`config.mk`:
```
export PLATFORM = sky130hd
export DESIGN_NAME = jzjpcc_mem_arbiter_flat
export DESIGN_NICKNAME = d
export VERILOG_FILES = /design/src/rtl/jzjpcc_mem_types.sv /design/src/rtl/jzjpcc_mem_arbiter_if.sv /design/src/rtl/jzjpcc_mem_arbiter_grant.sv /design/src/rtl/jzjpcc_mem_arbiter.sv /design/src/flat_wrapper.sv
export SDC_FILE = /design/constraint.sdc
export NUM_CORES = 1
export LEC_CHECK = 0
export ABC_AREA = 1
export BUFFER_PORTS_ARGS = -buffer_cell sky130_fd_sc_hd__buf_2
export CAP_MARGIN = 10
export CORE_AREA = 10 10 96 98
export DETAILED_ROUTE_END_ITERATION = 10
export DIE_AREA = 0 0 106 108
export SLEW_MARGIN = 20
export SYNTH_ARGS = -nofsm -noshare
export SYNTH_HDL_FRONTEND = slang
export SYNTH_SLANG_ARGS = --single-unit
```
`constraint.sdc`:
```
create_clock -name clock -period 3.3 [get_ports clock]
set_clock_uncertainty 0.2 [all_clocks]
set_input_delay 0.33 -clock clock [delete_from_list [all_inputs] [get_ports clock]]
set_output_delay 0.33 -clock clock [all_outputs]
set_load 0.03 [all_outputs]
```
`src/rtl/jzjpcc_mem_types.sv`:
```
// Shared types and constants for the fetch/data memory-port arbiter.
package jzjpcc_mem_types;

    // Records which requester owns the read that is currently in flight.
    typedef enum logic [1:0] {
        OWNER_NONE,
        OWNER_FETCH,
        OWNER_DATA
    } mem_owner_t;

    localparam logic [3:0] FULL_WORD_MASK = 4'b1111;

    // Wide enough for the largest legal starvation limit (15).
    localparam int unsigned STREAK_W = 4;

endpackage

```
`src/rtl/jzjpcc_mem_arbiter_if.sv`:
```
// Bundle of the fetch, load/store and memory-port signals around the arbiter.
interface jzjpcc_mem_arbiter_if;

    // Fetch side
    logic        fetchReq;
    logic [29:0] fetchAddress;
    logic        fetchReady;
    logic        fetchRespValid;
    logic [31:0] fetchRespData;

    // Load/store side
    logic        dataReq;
    logic        dataWrite;
    logic [29:0] dataAddress;
    logic [3:0]  dataByteMask;
    logic [31:0] dataWriteData;
    logic        dataReady;
    logic        dataRespValid;
    logic [31:0] dataRespData;

    // Memory port
    logic        memStall;
    logic [29:0] memAddress;
    logic [3:0]  memByteMask;
    logic [31:0] memWriteData;
    logic        memReadEnable;
    logic        memWriteEnable;
    logic [31:0] memReadData;

    // Arbiter view
    modport slave (
        input  fetchReq, fetchAddress, dataReq, dataWrite, dataAddress, dataByteMask,
               dataWriteData, memStall, memReadData,
        output fetchReady, fetchRespValid, fetchRespData, dataReady, dataRespValid,
               dataRespData, memAddress, memByteMask, memWriteData, memReadEnable,
               memWriteEnable
    );

    // Requester/memory view
    modport master (
        output fetchReq, fetchAddress, dataReq, dataWrite, dataAddress, dataByteMask,
               dataWriteData, memStall, memReadData,
        input  fetchReady, fetchRespValid, fetchRespData, dataReady, dataRespValid,
               dataRespData, memAddress, memByteMask, memWriteData, memReadEnable,
               memWriteEnable
    );

endinterface

```
`src/rtl/jzjpcc_mem_arbiter_grant.sv`:
```
// Combinational grant decision: data wins contention unless fetch has been
// starved for STARVE_LIMIT consecutive contended data grants.
module jzjpcc_mem_arbiter_grant
    import jzjpcc_mem_types::*;
#(
    parameter int unsigned STARVE_LIMIT = 4
) (
    input  logic                fetchReq,
    input  logic                dataReq,
    input  logic                memStall,
    input  logic [STREAK_W-1:0] streak,
    output logic                grantFetch,
    output logic                grantData
);

    localparam logic [STREAK_W-1:0] LIMIT = STREAK_W'(STARVE_LIMIT);

    // At most one grant per cycle; a stalled memory grants nobody
    always_comb begin
        grantFetch = 1'b0;
        grantData  = 1'b0;
        if (!memStall) begin
            if (fetchReq && dataReq) begin
                if (streak == LIMIT) begin
                    grantFetch = 1'b1;
                end else begin
                    grantData = 1'b1;
                end
            end else begin
                grantFetch = fetchReq;
                grantData  = dataReq;
            end
        end
    end

endmodule

```
`src/rtl/jzjpcc_mem_arbiter.sv`:
```
// Arbitrates the single synchronous memory port between fetch and load/store,
// drives the port from the winner and steers the next-cycle read data back.
module jzjpcc_mem_arbiter
    import jzjpcc_mem_types::*;
#(
    parameter int unsigned STARVE_LIMIT = 4
) (
    input  logic                 clock,
    input  logic                 n_reset,
    jzjpcc_mem_arbiter_if.slave  bus
);

    localparam logic [STREAK_W-1:0] LIMIT = STREAK_W'(STARVE_LIMIT);

    logic                fetch_req;
    logic                data_req;
    logic                grant_fetch;
    logic                grant_data;
    logic [STREAK_W-1:0] streak_q, streak_d;
    mem_owner_t          pending_owner_q, pending_owner_d;

    logic [29:0] mem_address;
    logic [3:0]  mem_byte_mask;
    logic [31:0] mem_write_data;
    logic        mem_read_enable;
    logic        mem_write_enable;

    // Requests are masked while in reset so no ready or strobe can escape
    always_comb begin
        fetch_req = bus.fetchReq & n_reset;
        data_req  = bus.dataReq & n_reset;
    end

    jzjpcc_mem_arbiter_grant #(
        .STARVE_LIMIT (STARVE_LIMIT)
    ) u_grant (
        .fetchReq   (fetch_req),
        .dataReq    (data_req),
        .memStall   (bus.memStall),
        .streak     (streak_q),
        .grantFetch (grant_fetch),
        .grantData  (grant_data)
    );

    // Memory port mux: driven from the winner, all-zero when nobody is granted
    always_comb begin
        mem_address      = '0;
        mem_byte_mask    = '0;
        mem_write_data   = '0;
        mem_read_enable  = 1'b0;
        mem_write_enable = 1'b0;
        if (grant_fetch) begin
            mem_address     = bus.fetchAddress;
            mem_byte_mask   = FULL_WORD_MASK;
            mem_read_enable = 1'b1;
        end else if (grant_data) begin
            mem_address   = bus.dataAddress;
            mem_byte_mask = bus.dataByteMask;
            if (bus.dataWrite) begin
                mem_write_data   = bus.dataWriteData;
                mem_write_enable = 1'b1;
            end else begin
                mem_read_enable = 1'b1;
            end
        end
    end

    // Next-state for starvation streak and read ownership
    always_comb begin
        streak_d = streak_q;
        if (!bus.fetchReq || grant_fetch) begin
            streak_d = '0;
        end else if (grant_data && (streak_q != LIMIT)) begin
            streak_d = streak_q + STREAK_W'(1);
        end

        pending_owner_d = OWNER_NONE;
        if (grant_fetch) begin
            pending_owner_d = OWNER_FETCH;
        end else if (grant_data && !bus.dataWrite) begin
            pending_owner_d = OWNER_DATA;
        end
    end

    // State registers; a read in flight at reset is simply forgotten
    always_ff @(posedge clock or negedge n_reset) begin
        if (!n_reset) begin
            streak_q        <= '0;
            pending_owner_q <= OWNER_NONE;
        end else begin
            streak_q        <= streak_d;
            pending_owner_q <= pending_owner_d;
        end
    end

    assign bus.fetchReady     = grant_fetch;
    assign bus.dataReady      = grant_data;
    assign bus.memAddress     = mem_address;
    assign bus.memByteMask    = mem_byte_mask;
    assign bus.memWriteData   = mem_write_data;
    assign bus.memReadEnable  = mem_read_enable;
    assign bus.memWriteEnable = mem_write_enable;

    // Read data is steered to the owner regardless of memStall
    assign bus.fetchRespValid = (pending_owner_q == OWNER_FETCH);
    assign bus.dataRespValid  = (pending_owner_q == OWNER_DATA);
    assign bus.fetchRespData  = (pending_owner_q == OWNER_FETCH) ? bus.memReadData : 32'h0;
    assign bus.dataRespData   = (pending_owner_q == OWNER_DATA) ? bus.memReadData : 32'h0;

endmodule
```
`src/flat_wrapper.sv`:
```
// flat-port wrapper written by rule: the top's interface ports become plain ports
module jzjpcc_mem_arbiter_flat import jzjpcc_mem_types::*;
#(
    parameter int unsigned STARVE_LIMIT = 4
)
  (clock, n_reset, bus_fetchReq, bus_fetchAddress, bus_dataReq, bus_dataWrite, bus_dataAddress, bus_dataByteMask, bus_dataWriteData, bus_memStall, bus_memReadData, bus_fetchReady, bus_fetchRespValid, bus_fetchRespData, bus_dataReady, bus_dataRespValid, bus_dataRespData, bus_memAddress, bus_memByteMask, bus_memWriteData, bus_memReadEnable, bus_memWriteEnable);
  jzjpcc_mem_arbiter_if bus_i ();
  input  logic clock;
  input  logic n_reset;
  input wire logic [$bits(bus_i.fetchReq)-1:0] bus_fetchReq;
  input wire logic [$bits(bus_i.fetchAddress)-1:0] bus_fetchAddress;
  input wire logic [$bits(bus_i.dataReq)-1:0] bus_dataReq;
  input wire logic [$bits(bus_i.dataWrite)-1:0] bus_dataWrite;
  input wire logic [$bits(bus_i.dataAddress)-1:0] bus_dataAddress;
  input wire logic [$bits(bus_i.dataByteMask)-1:0] bus_dataByteMask;
  input wire logic [$bits(bus_i.dataWriteData)-1:0] bus_dataWriteData;
  input wire logic [$bits(bus_i.memStall)-1:0] bus_memStall;
  input wire logic [$bits(bus_i.memReadData)-1:0] bus_memReadData;
  output wire logic [$bits(bus_i.fetchReady)-1:0] bus_fetchReady;
  output wire logic [$bits(bus_i.fetchRespValid)-1:0] bus_fetchRespValid;
  output wire logic [$bits(bus_i.fetchRespData)-1:0] bus_fetchRespData;
  output wire logic [$bits(bus_i.dataReady)-1:0] bus_dataReady;
  output wire logic [$bits(bus_i.dataRespValid)-1:0] bus_dataRespValid;
  output wire logic [$bits(bus_i.dataRespData)-1:0] bus_dataRespData;
  output wire logic [$bits(bus_i.memAddress)-1:0] bus_memAddress;
  output wire logic [$bits(bus_i.memByteMask)-1:0] bus_memByteMask;
  output wire logic [$bits(bus_i.memWriteData)-1:0] bus_memWriteData;
  output wire logic [$bits(bus_i.memReadEnable)-1:0] bus_memReadEnable;
  output wire logic [$bits(bus_i.memWriteEnable)-1:0] bus_memWriteEnable;
  assign bus_i.fetchReq = bus_fetchReq;
  assign bus_i.fetchAddress = bus_fetchAddress;
  assign bus_i.dataReq = bus_dataReq;
  assign bus_i.dataWrite = bus_dataWrite;
  assign bus_i.dataAddress = bus_dataAddress;
  assign bus_i.dataByteMask = bus_dataByteMask;
  assign bus_i.dataWriteData = bus_dataWriteData;
  assign bus_i.memStall = bus_memStall;
  assign bus_i.memReadData = bus_memReadData;
  assign bus_fetchReady = bus_i.fetchReady;
  assign bus_fetchRespValid = bus_i.fetchRespValid;
  assign bus_fetchRespData = bus_i.fetchRespData;
  assign bus_dataReady = bus_i.dataReady;
  assign bus_dataRespValid = bus_i.dataRespValid;
  assign bus_dataRespData = bus_i.dataRespData;
  assign bus_memAddress = bus_i.memAddress;
  assign bus_memByteMask = bus_i.memByteMask;
  assign bus_memWriteData = bus_i.memWriteData;
  assign bus_memReadEnable = bus_i.memReadEnable;
  assign bus_memWriteEnable = bus_i.memWriteEnable;
  jzjpcc_mem_arbiter #(.STARVE_LIMIT(STARVE_LIMIT)) u_core (.clock(clock), .n_reset(n_reset), .bus(bus_i));
endmodule
```
==> results of run 1 <==
[final cells by class]
class                      instances  share of cell area
clock buffer                       3             0.01432
inverter                          42             0.05597
multi-input combinational        261              0.3631
timing repair buffer             270              0.4703
tap                              102             0.04425
sequential                         6             0.05206
[flip-flops by register name, indices dropped and copies added (netlist names)]
signal,cells
u_core.pending_owner_q,2
u_core.streak_q,4
[power by group through the flow]
stage	logic (uW)	clock network (uW)	registers, uW
after detailed placement	286	0	77.7
after global placement	284	0	77.6
after floorplan	157	0	77.3
final	285	108	76.7
after global routing	314	120	76.8
after CTS	288	111	76.7
[critical path: cells and delay by family]
family	cells	cell delay [ns]
AND/OR/NAND/NOR	5	0.72
buffers and inverters	4	1.27
[metrics by stage]
stage / setup slack [ns] / cells
after CTS: 0.3814 / 684
final: 0.4268 / 684
after detailed placement: 0.8580 / 680
after floorplan: 1.132 / 328
after global placement: 0.8957 / 680
after global routing: 0.1448 / 684
[kinds of logic (layout without fill, tap and decap cells)]
family	count (synthesis)	in the layout	share of synthesized area
and+or+nand+nor	256	256	0.6814
buffers and inverters	61	315	0.1869
adders and majority gates	2	2	0.01699
xor gates and xnor gates	1	1	0.005948
DFF	6	6	0.1020
AOI/OAI and AO/OA	2	2	0.006790
[how the worst min path moves through the flow]
stage	from	to	slack, ns	cells after the start
final	bus_fetchReq	u_core.streak_q[1]$_DFFE_PN0P_	0.25	3
after detailed placement	n_reset	u_core.pending_owner_q[1]$_DFF_PN0_	-0.03	1
after floorplan	n_reset	u_core.pending_owner_q[0]$_DFF_PN0_	-0.17	0
after CTS	bus_fetchReq	u_core.streak_q[3]$_DFFE_PN0P_	0.25	3
after global placement	n_reset	u_core.pending_owner_q[1]$_DFF_PN0_	-0.03	1
after global routing	bus_fetchReq	u_core.streak_q[3]$_DFFE_PN0P_	0.28	3
[layout by cell type (no fill, tap or decap), types with 2 or more instances in the layout]
cell type  synthesis  routed
nor2_1           104     104
buf_2              4     269
inv_1             40      40
ha_1               2       2
clkbuf_8           0       3
nand4_1            3       3
nand3_1            3       3
nand2_1          141     141
dfrtp_1            6       6
nand2_4            2       2
[metal layers]
metal | vias up | share of wire | track usage
li1 | 1445 | - | -
met4 | 0 | 0.0084 | 0.02805
met3 | 8 | 0.13 | 0.07436
met1 | 1163 | 0.37 | 0.1596
met5 | - | 0 | 0
met2 | 190 | 0.49 | 0.2849
==> flow_summary.toml, run 1 <==
[place]
routabilityCongestion = 0.9184
io_buffers = 269
dpl_cell_area_um2 = 2833
hpwl_mm = 8.790

[clock_network]
cts.htree.levels = 1
numCtsBuffers = 3
post_cts_buffers = 0
cts_root_buf = "clkbuf_8"
worstSkewPairLatency_ns = 0.22
ctsResizeCount = 0
cts.sinks = 6
clk_path_buf_depth = 2
holdBufCountCts = 1
cts_tree = "yes"
path_clk_slew_ns = 0.03

[global_route]
grt_max_degree = 37
grt_overflow = 0
grt_first_pass_wirelength_mm = 14.71
gr-usage-all-layers = 0.1555
grt_pass1_vias = 2841
antenna_found_initial = 0

[synthesis]
ys_top_cells_by_area = "nand2_1 36%, nor2_1 27%, dfrtp_1 10%, inv_1 10%, buf_6 3.1%"
synthesis.nets = 464
synth_edf_count = 0
postSynthAreaPerCell_um2 = 4.490
yosysTopAreaCell = "nand2_1"
synth_top_area_frac = 0.3594
ys_seq_area_frac = 0.1020
yosysMostFrequentCell = "nand2_1"
yosys-top-cells-count = "141 x nand2_1, 104 x nor2_1, 40 x inv_1, 9 x clkbuf_1, 6 x dfrtp_1"
syn-instance-count = 328
synth_seq_cells = 6
yosys_warnings = 0
synthFlopType = "dfrtp_1"
ys_async_sr_fraction = 1.000
synth_area_um2 = 1473
synth.distinct_cells = 20

[floorplan]
die_area_um2 = 11450
rows = 32
die_h_um = 108
pin_count = 270
design.core.area_um2 = 7447
initial_core_util = 0.1977
die_w_um = 106

[detailed_routing]
routed_wl_mm = 9.999
via_count = 2806
avgRoutedWirePerCell_um = 14.62
drc = 0
final_antenna_net_count = 0
firstDrtPassIters = 4
vias_per_cell = 4.102
drt_iter0_drc = 104

[timing]
max_clock_freq_ghz = 0.3480
finalCritPeriodShare = 0.8707
slew_headroom = 0.2573
hold_viol = 0
slew_violations = 0
setup_viol = 0
rsz0062_at_grt = "no"
layout_min_cycle_time_ns = 2.873
finalSetupTns_ns = 0
worst_pin_slew_ns = 1.111
finalHoldWorstSlack_ns = 0.2522

[final_layout]
final_area_um2 = 2884
n_fill_cell = 864
n_antenna_cell = 0
regArea_um2 = 150.1
drive_gt1_frac = 0.4794
utilization = 0.3873
area_growth_pct = 95.84
multi_input_area_um2 = 1047
nets = 720

[power]
p_int_uw = 257.0
swShare = 0.4538
p_switching_uw = 213.5
leakage_uw = 0.002198
p_clk_frac = 0.230
pwr_density_cell_nw_per_um2 = 163.2
report.power.total_uw = 470.5
p_seq_frac = 0.163
combPwrFrac = 0.607
ir_worst_vdd_uv = 99.88

[outcome]
status = "complete, no violations"

[critical_path]
arrival_ns = 2.34
crit_type = "in2out"
crit_fanout = 36
end_kind = "output pin"
crit_path_frequent_cell = "nand2_1"
endpoint = "bus_memAddress[22]"
reg2regPathDepth = 6
r2r_slack_ns = 1.38
cp.required_ns = 2.77
rr_startpoint = "u_core.streak_q[0]$_DFFE_PN0P_"
rr_endpoint = "u_core.pending_owner_q[0]$_DFF_PN0_"
crit_chain = "dlygate4sd3_1 > buf_2 > nand2_1 > nor2_4 > nand2_4 > inv_4 > nand2_1 > nand2_1 > buf_2"
cp-start-kind = "primary input"
cpPeakStageDelay_ns = 0.52
slowest_stage = "dlygate4sd3_1"
startpoint = "n_reset"

[flow_run]
maxCapViolations = 0

[worst_hold_path]
hold_class = "in2reg"
Power figures use the tool's default switching activity.
==> run 2, diff against run 1 <==
Settings changed: HOLD_SLACK_MARGIN from default to 0.03, MAX_ROUTING_LAYER from default to met4.
Clock period 3.3 ns to 3.55 ns, I/O delays scaled along.
==> run 2 against run 1 <==
Effect of this change: worst hold slack gained 0.032 ns; flip-flop and latch count is the same; global-route usage grew 0.33 points; total power shrank 7.9%; critical path depth is the same; routed wire length shrank 1.2%; non-clock buffer count is the same; register-to-register slack gained 0.22 ns.
==> flow_summary.toml, run 2 (synthesis gave the netlist of run 1 again) <==
[outcome]
status = "complete, no violations"

[power]
leakage_uw = 0.002199
report.power.total_uw = 433.5
pwr_density_cell_nw_per_um2 = 150.0
ir_worst_vdd_uv = 68.69

[detailed_routing]
highest_layer = "met4"
drc = 0
drt_iter0_drc = 76
wl_met3_um = 997
routed_wl_mm = 9.878
wl_met2_mm = 4.883
firstDrtPassIters = 4
avgRoutedWirePerCell_um = 14.42
final_antenna_net_count = 0
m1WireLength_mm = 3.936
vias_per_cell = 4.023
via_count = 2756

[place]
io_buffers = 269
routabilityCongestion = 0.8843
pre_cts_slack_ns = 1.041
hpwl_mm = 8.753

[critical_path]
crit_type = "in2out"
crit_fanout = 36
cp-start-kind = "primary input"
cp.required_ns = 2.99
end_kind = "output pin"
arrival_ns = 2.37

[floorplan]
rows = 32
die_w_um = 106
die_h_um = 108
die_area_um2 = 11450
design.core.area_um2 = 7447
initial_core_util = 0.1977
pin_count = 270

[final_layout]
multi_input_area_um2 = 1050
final_common_cell = "buf_2"
layout_common_cells = "269 x buf_2, 140 x nand2_1, 104 x nor2_1, 40 x inv_1, 6 x dfrtp_1"
largest_reg_flops = 4
drive_gt1_frac = 0.4811
area_growth_pct = 96.18
nets = 720
reg_top3 = "u_core.streak_q x4, u_core.pending_owner_q x2"
top_register = "u_core.streak_q"
regArea_um2 = 150.1
n_fill_cell = 859
utilization = 0.3879

[clock_network]
clk_path_buf_depth = 2
cts_tree = "yes"
cts.htree.levels = 1
worstSkewPairLatency_ns = 0.22
numCtsBuffers = 3
path_clk_slew_ns = 0.03
cts_root_buf = "clkbuf_8"
cts.sinks = 6
post_cts_buffers = 0

[timing]
worst_pin_slew_ns = 0.9182
finalSetupTns_ns = 0
setup_viol = 0
slew_headroom = 0.3872
setup_slack_ns = 0.6259
slew_violations = 0
max_clock_freq_ghz = 0.3420
rsz0062_at_grt = "no"
finalCritPeriodShare = 0.8237
hold_viol = 0
layout_min_cycle_time_ns = 2.924

[global_route]
grt_max_degree = 37
gr-usage-all-layers = 0.1587
grt_pass1_vias = 2731
grt_overflow = 0
grt_first_pass_wirelength_mm = 14.57
antenna_found_initial = 1

[flow_run]
maxCapViolations = 0

[worst_hold_path]
hold_class = "in2reg"
-- run 2: changes by cell type in the layout (fill, tap and decap cells not counted) --
cell,change
nand2_1,-1
diode_2,+1
nand2_2,+1
-- run 2: layout make-up --
cell class / count / share of cell area
well taps: 102 / 0.04417
inverters: 42 / 0.05587
diodes: 1 / 0.0008662
flip-flops and latches: 6 / 0.05197
repair buffers: 270 / 0.4695
multi-input cells: 261 / 0.3634
clock buffers: 3 / 0.01429
-- run 2: path summary, 6_finish.rpt --
kind / start / end / slack [ns] / cells past startpoint
setup / recovery: n_reset / bus_memAddress[19] / 0.63 / 9
hold / removal: bus_fetchReq / u_core.streak_q[0]$_DFFE_PN0P_ / 0.28 / 3
setup reg to reg: u_core.streak_q[0]$_DFFE_PN0P_ / u_core.pending_owner_q[0]$_DFF_PN0_ / 1.60 / 6
hold reg to reg: u_core.streak_q[3]$_DFFE_PN0P_ / u_core.streak_q[3]$_DFFE_PN0P_ / 0.38 / 3
max in group asynchronous: n_reset / u_core.streak_q[3]$_DFFE_PN0P_ / 2.69 / 2
min in group asynchronous: n_reset / u_core.pending_owner_q[1]$_DFF_PN0_ / 0.31 / 2
-- run 2: repair_timing --
action	4_1_cts	5_1_grt
hold buffers	1	0
resized for setup	0	0
hold endpoints to repair	6	0
-- run 2: report_power, final --
group          switching [uW]  internal [uW]
sequential               1.35           70.2
clock                    25.8           72.5
combinational             168           95.8
total                     195            238
-- run 2: per-stage QoR --
step	cells	cell area [um2]	hold slack, ns
2_1_floorplan	328	1473	-0.1406
3_3_place_gp	680	2833	-0.007491
3_5_place_dp	680	2833	-0.001273
4_1_cts	684	2884	0.2743
5_1_grt	685	2889	0.2916
6_report	685	2889	0.2838
-- run 2: worst max-delay path, stage by stage --
cell           delay, ns
dlygate4sd3_1       0.52
buf_2               0.20
nand2_1             0.11
nor2_4              0.19
nand2_4             0.24
inv_4               0.35
nand2_1             0.10
nand2_1             0.08
buf_2               0.19
-- run 2: routing by layer --
layer,vias up,global-route usage
li1,1448,-
met1,1121,0.1713
met2,181,0.2792
met3,6,0.05651
met4,0,0.02611
met5,-,-
